### src/rtl/issue_window.sv
// Issue window: per-slot operand/predicate collection for one E-tile block.
// A slot whose last operand lands at edge N issues on fire after edge N+1; alu_stall holds READY slots.
module issue_window #(
  parameter int NUM_SLOTS = 8,
  parameter int DATA_W    = 64,
  localparam int SW       = $clog2(NUM_SLOTS)
) (
  input  logic              clk,
  input  logic              rst_n,
  input  logic              block_start,
  input  logic              disp_valid,
  input  logic [SW-1:0]     disp_slot,
  input  logic [7:0]        disp_opcode,
  input  logic [2:0]        disp_class,
  input  logic [19:0]       disp_imm,
  input  logic [1:0]        disp_bit,
  input  logic [1:0]        disp_nops,
  input  logic [1:0]        disp_pred,
  input  logic              opnd_valid,
  input  logic [SW-1:0]     opnd_slot,
  input  logic [1:0]        opnd_idx,
  input  logic [DATA_W-1:0] opnd_data,
  input  logic              alu_stall,
  output logic              fire,
  output logic [SW-1:0]     issue_slot,
  output logic [7:0]        issue_opcode,
  output logic [2:0]        issue_class,
  output logic [19:0]       issue_imm,
  output logic [1:0]        issue_bit,
  output logic [DATA_W-1:0] issue_left,
  output logic [DATA_W-1:0] issue_right,
  output logic              block_done,
  output logic              proto_err
);
  typedef enum logic [1:0] {EMPTY, WAIT, READY, DONE} slot_st_t;

  slot_st_t          st      [NUM_SLOTS];
  slot_st_t          st_nx   [NUM_SLOTS];
  logic [7:0]        s_op    [NUM_SLOTS];
  logic [2:0]        s_cls   [NUM_SLOTS];
  logic [19:0]       s_imm   [NUM_SLOTS];
  logic [1:0]        s_bit   [NUM_SLOTS];
  logic [1:0]        s_nops  [NUM_SLOTS];
  logic [1:0]        s_pred  [NUM_SLOTS];
  logic [DATA_W-1:0] s_left  [NUM_SLOTS];
  logic [DATA_W-1:0] s_right [NUM_SLOTS];
  logic [2:0]        have    [NUM_SLOTS];
  logic [2:0]        have_nx [NUM_SLOTS];
  logic              pval    [NUM_SLOTS];
  logic              pval_nx [NUM_SLOTS];
  logic [1:0]        nops_e  [NUM_SLOTS];
  logic [1:0]        pred_e  [NUM_SLOTS];
  logic              load    [NUM_SLOTS];
  logic              take    [NUM_SLOTS];
  logic              sel_vld;
  logic [SW-1:0]     sel;
  logic              err;
  logic              any_load;
  logic              busy_nx;
  logic              any_disp;

  always_comb begin
    sel_vld = 1'b0;
    sel     = '0;
    for (int i = NUM_SLOTS - 1; i >= 0; i--) begin
      if (st[i] == READY) begin
        sel_vld = 1'b1;
        sel     = SW'(i);
      end
    end
    if (alu_stall) sel_vld = 1'b0;
  end

  // Dispatch is applied before operand capture so a same-cycle operand lands in the fresh slot.
  always_comb begin
    err      = 1'b0;
    any_load = 1'b0;
    busy_nx  = 1'b0;
    for (int i = 0; i < NUM_SLOTS; i++) begin
      load[i]    = disp_valid && disp_slot == SW'(i) && st[i] == EMPTY;
      if (disp_valid && disp_slot == SW'(i) && st[i] != EMPTY) err = 1'b1;
      any_load   = any_load | load[i];
      st_nx[i]   = load[i] ? WAIT : st[i];
      have_nx[i] = load[i] ? 3'b000 : have[i];
      nops_e[i]  = load[i] ? disp_nops : s_nops[i];
      pred_e[i]  = load[i] ? disp_pred : s_pred[i];
      take[i]    = opnd_valid && opnd_slot == SW'(i) && opnd_idx != 2'd3;
      if (take[i] && (st_nx[i] == EMPTY || st_nx[i] == DONE || have_nx[i][opnd_idx])) begin
        take[i] = 1'b0;
        err     = 1'b1;
      end
      if (take[i]) have_nx[i][opnd_idx] = 1'b1;
      pval_nx[i] = (take[i] && opnd_idx == 2'd2) ? opnd_data[0] : pval[i];
      if (sel_vld && sel == SW'(i)) begin
        st_nx[i] = DONE;
      end else if (st_nx[i] == WAIT) begin
        if (pred_e[i][1] && have_nx[i][2] && pval_nx[i] != pred_e[i][0])
          st_nx[i] = DONE;
        else if ((have_nx[i][0] || nops_e[i] == 2'd0) && (have_nx[i][1] || !nops_e[i][1]) &&
                 (have_nx[i][2] || !pred_e[i][1]))
          st_nx[i] = READY;
      end
      if (st_nx[i] == WAIT || st_nx[i] == READY) busy_nx = 1'b1;
    end
  end

  always_ff @(posedge clk or negedge rst_n) begin
    if (!rst_n) begin
      for (int i = 0; i < NUM_SLOTS; i++) begin
        st[i]      <= EMPTY;
        s_op[i]    <= '0;
        s_cls[i]   <= '0;
        s_imm[i]   <= '0;
        s_bit[i]   <= '0;
        s_nops[i]  <= '0;
        s_pred[i]  <= '0;
        s_left[i]  <= '0;
        s_right[i] <= '0;
        have[i]    <= '0;
        pval[i]    <= 1'b0;
      end
      fire         <= 1'b0;
      issue_slot   <= '0;
      issue_opcode <= '0;
      issue_class  <= '0;
      issue_imm    <= '0;
      issue_bit    <= '0;
      issue_left   <= '0;
      issue_right  <= '0;
      block_done   <= 1'b0;
      proto_err    <= 1'b0;
      any_disp     <= 1'b0;
    end else if (block_start) begin
      for (int i = 0; i < NUM_SLOTS; i++) st[i] <= EMPTY;
      fire       <= 1'b0;
      block_done <= 1'b0;
      proto_err  <= 1'b0;
      any_disp   <= 1'b0;
    end else begin
      for (int i = 0; i < NUM_SLOTS; i++) begin
        st[i]   <= st_nx[i];
        have[i] <= have_nx[i];
        pval[i] <= pval_nx[i];
        if (load[i]) begin
          s_op[i]   <= disp_opcode;
          s_cls[i]  <= disp_class;
          s_imm[i]  <= disp_imm;
          s_bit[i]  <= disp_bit;
          s_nops[i] <= disp_nops;
          s_pred[i] <= disp_pred;
        end
        if (take[i] && opnd_idx == 2'd0) s_left[i]  <= opnd_data;
        if (take[i] && opnd_idx == 2'd1) s_right[i] <= opnd_data;
      end
      fire <= sel_vld;
      if (sel_vld) begin
        issue_slot   <= sel;
        issue_opcode <= s_op[sel];
        issue_class  <= s_cls[sel];
        issue_imm    <= s_imm[sel];
        issue_bit    <= s_bit[sel];
        issue_left   <= (s_nops[sel] != 2'd0) ? s_left[sel] : '0;
        issue_right  <= s_nops[sel][1] ? s_right[sel] : '0;
      end
      proto_err  <= err;
      any_disp   <= any_disp | any_load;
      block_done <= (any_disp | any_load) & ~busy_nx;
    end
  end
endmodule

### config.mk
export PLATFORM = sky130hd
export DESIGN_NAME = issue_window
export DESIGN_NICKNAME = d
export VERILOG_FILES = /design/src/rtl/issue_window.sv
export SDC_FILE = /design/constraint.sdc
export NUM_CORES = 2
export LEC_CHECK = 0
export ABC_AREA = 1
export BUFFER_PORTS_ARGS = -buffer_cell sky130_fd_sc_hd__buf_2
export CORE_MARGIN = 3
export CORE_UTILIZATION = 45
export DETAILED_ROUTE_END_ITERATION = 6
export GPL_TIMING_DRIVEN = 0
export REMOVE_ABC_BUFFERS = 1
export SYNTH_ARGS = -nofsm -noshare
export SYNTH_HDL_FRONTEND = slang
export SYNTH_SLANG_ARGS = --single-unit
### constraint.sdc
create_clock -name clk -period 5.7 [get_ports clk]
set_input_delay 1.14 -clock clk [delete_from_list [all_inputs] [get_ports clk]]
set_output_delay 1.14 -clock clk [all_outputs]
set_load 0.1 [all_outputs]
==> impl_metrics.yaml <==
sta:
  fin_hold_ws_ns: 0.206
  fin_crit_sh_pct: 84.1
  slew_headroom_pct: 20.6
  rsz0062_at_grt: "no"
  clock.fmax_mhz: 209
  drv_slew: 0
  tightest_slew_ns: 1.19
  finalCriticalPeriod_ns: 4.80
  finalClockSkew_ns: 0.0345
  setup_violations: 0
  final_hold_viol_count: 0
layout:
  nets: 7418
  num_antenna_cells: 0
  multi_input_area_um2: 24800
  drive_above_1_share_pct: 14.2
  regArea_um2: 38400
  n_fill_cell: 13600
  final_common_cell: "nand2_1"
  area_delta_synth_final_pct: 14.0
  final_cell_mix: "nand2_1 (2,175), dfrtp_1 (1,536), o21ai_0 (1,399), or2_2 (355), buf_2 (280)"
  design_area_um2: 75400
  fin_cells: 9343
placement:
  dpl-instance-area_um2: 69900
  numPortBuffers: 281
  dp.cells: 9042
  place_congestion: 0.855
  hpwl_mm: 112
synthesis:
  syn_area_um2: 66200
  synthArstFlopShare_pct: 100
  synthCells: 7342
  synthFlopType: "dfrtp_1"
  synth_edf_count: 0
  synth_seq_area_share_pct: 58.1
  synth_top_area_share_pct: 58.1
  yosys.cell_types.count: 47
  synth_top_area_cell: "dfrtp_1"
  syn_avg_cell_area_um2: 9.01
  synth_area_leaders: "dfrtp_1 (58%), nand2_1 (12%), o21ai_0 (11%)"
  ys_ff_latch: 1536
  yosysWarnings: 0
pwr:
  ir_drop_mv: 0.505
  total_power_w: 0.0332
  power.leakage_nw: 35.6
  power_density_nw_per_um2: 441
floorplan:
  pin_count: 282
  die-area_um2: 152000
  chipHeight_um: 389
  num_rows: 140
  start_util_pct: 45.3
  core_area_um2: 146000
  die_w_um: 389
clocking:
  cts_tree: "built"
  htreeDepth: 4
  post_cts_buffers: 0
  clock-sinks: 1536
  numCtsBuffers: 164
  cts-root-buf: "clkbuf_16"
  clk_path_buf_depth: 3
  post_cts_resized: 0
  clkTransAtPathRegs_ns: 0.06
  clk_latency_ns: 0.81
  ctsHoldBuffers: 0
worst_setup_path:
  ff2ff_path_depth: 17
  arrival_ns: 5.48
  startpoint_type: "input pin"
  worstPathMaxFanout: 57
  endpoint: "issue_right[49]"
  required_ns: 6.38
  reg2reg_from: "st[8]"
  rr_endpoint: "issue_left[0]"
  critical_path_class: "input pin to flop"
  crit_start: "block_start"
  r2r_slack_ns: 0.95
  end_kind: "flop"
route:
  drt_iter0_drc: 5446
  drc: 0
  vias_per_cell: 5.59
  ant_nets: 0
  dr.pass1.iters: 6
  wire_per_inst_um: 21.0
  vias: 52200
  wirelength_mm: 196
global_routing:
  grt_pass1_wl_mm: 307
  grt_pass1_vias: 50600
  antenna_found_initial: 3
  grt_util_all_layers_pct: 25.9
  gr-total-overflow: 0
  grt_max_degree: 172
hold_path:
  hold_class: "input pin to asynchronous set/reset pin"
run_status:
  outcome: "completed"
flow_run:
  maxCapViolCount: 0
==> logic make-up after synthesis <==
| group | synth area share, % |
|---|---|
| flip-flops | 58.1 |
| adder cells (fa/ha/maj) | 0.151 |
| buffers and inverters | 4.81 |
| AND/OR/NAND/NOR | 18.7 |
| AO/OA/AOI/OAI | 18.3 |
==> how the worst min path moves through the flow <==
stage | to | startpoint
6_report | s_right[108] | rst_n
5_1_grt | issue_right[44] | rst_n
3_5_place_dp | issue_left[48] | issue_left[48]
3_3_place_gp | s_right[488] | s_right[488]
4_1_cts | s_right[108] | rst_n
2_1_floorplan | s_left[112] | s_left[112]
==> cell usage after synthesis (42+ instances only) <==
master	instances
o2111ai_1	132
a22oi_1	73
or2_2	355
buf_2	118
o32ai_1	42
nand2_1	2179
nand4_1	51
o21ai_0	1399
a21oi_1	72
nand3_1	110
o22ai_1	62
o21a_1	44
clkbuf_1	412
o22a_1	70
nor2_1	143
o221ai_1	44
inv_1	185
o21ai_1	100
dfrtp_1	1536
==> worst max-delay path: stages <==
cell and delay (ns):
buf_2 0.52, clkinv_2 0.86, nand2_4 0.64, buf_16 0.31, buf_16 0.32, nor2_4 0.22, inv_4 0.49, buf_16 0.37
o21ai_0 0.27, nand2_1 0.12, nand2_1 0.05
==> cell type report <==
cell class	instances	area share, %
inverter	204	1.04
clock inverter	51	0.748
multi-input combinational	5022	32.9
sequential	1536	51.0
tap	1917	3.18
timing repair buffer	367	4.71
clock buffer	246	6.44
==> flip-flops by register name, summed over array words and instances (netlist names), 16 cells and up <==
| name | count |
|---|---|
| have | 24 |
| s_imm | 160 |
| s_nops | 16 |
| st | 16 |
| issue_imm | 20 |
| s_pred | 16 |
| s_cls | 24 |
| s_right | 512 |
| s_bit | 16 |
| issue_left | 64 |
| s_op | 64 |
| s_left | 512 |
| issue_right | 64 |
==> report_power, final <==
part / switching, W / internal (W) / total (W)
logic: 0.00716 / 0.00230 / 0.00946
registers: 0.000777 / 0.0122 / 0.0130
clock network: 0.00446 / 0.00630 / 0.0108
total: 0.0124 / 0.0208 / 0.0332
==> stage by stage <==
stage	utilization, %	setup WS [ns]	setup TNS [ns]
after CTS	51.6	0.929	0
final	51.7	0.904	0
after floorplan	-	-2.41	-362.26
after detailed placement	47.9	0.0806	0
after global routing	51.7	0.682	0
after global placement	46.3	-31.10	-
==> metal layers <==
layer	up-vias	GRT usage [%]	share of wire, %
met2	1609	40.7	46
met4	0	6.79	2.2
li1	24500	-	-
met5	-	0	0
met1	25800	37.4	46
met3	258	4.15	6.5
(Power assumes the default switching activity.)
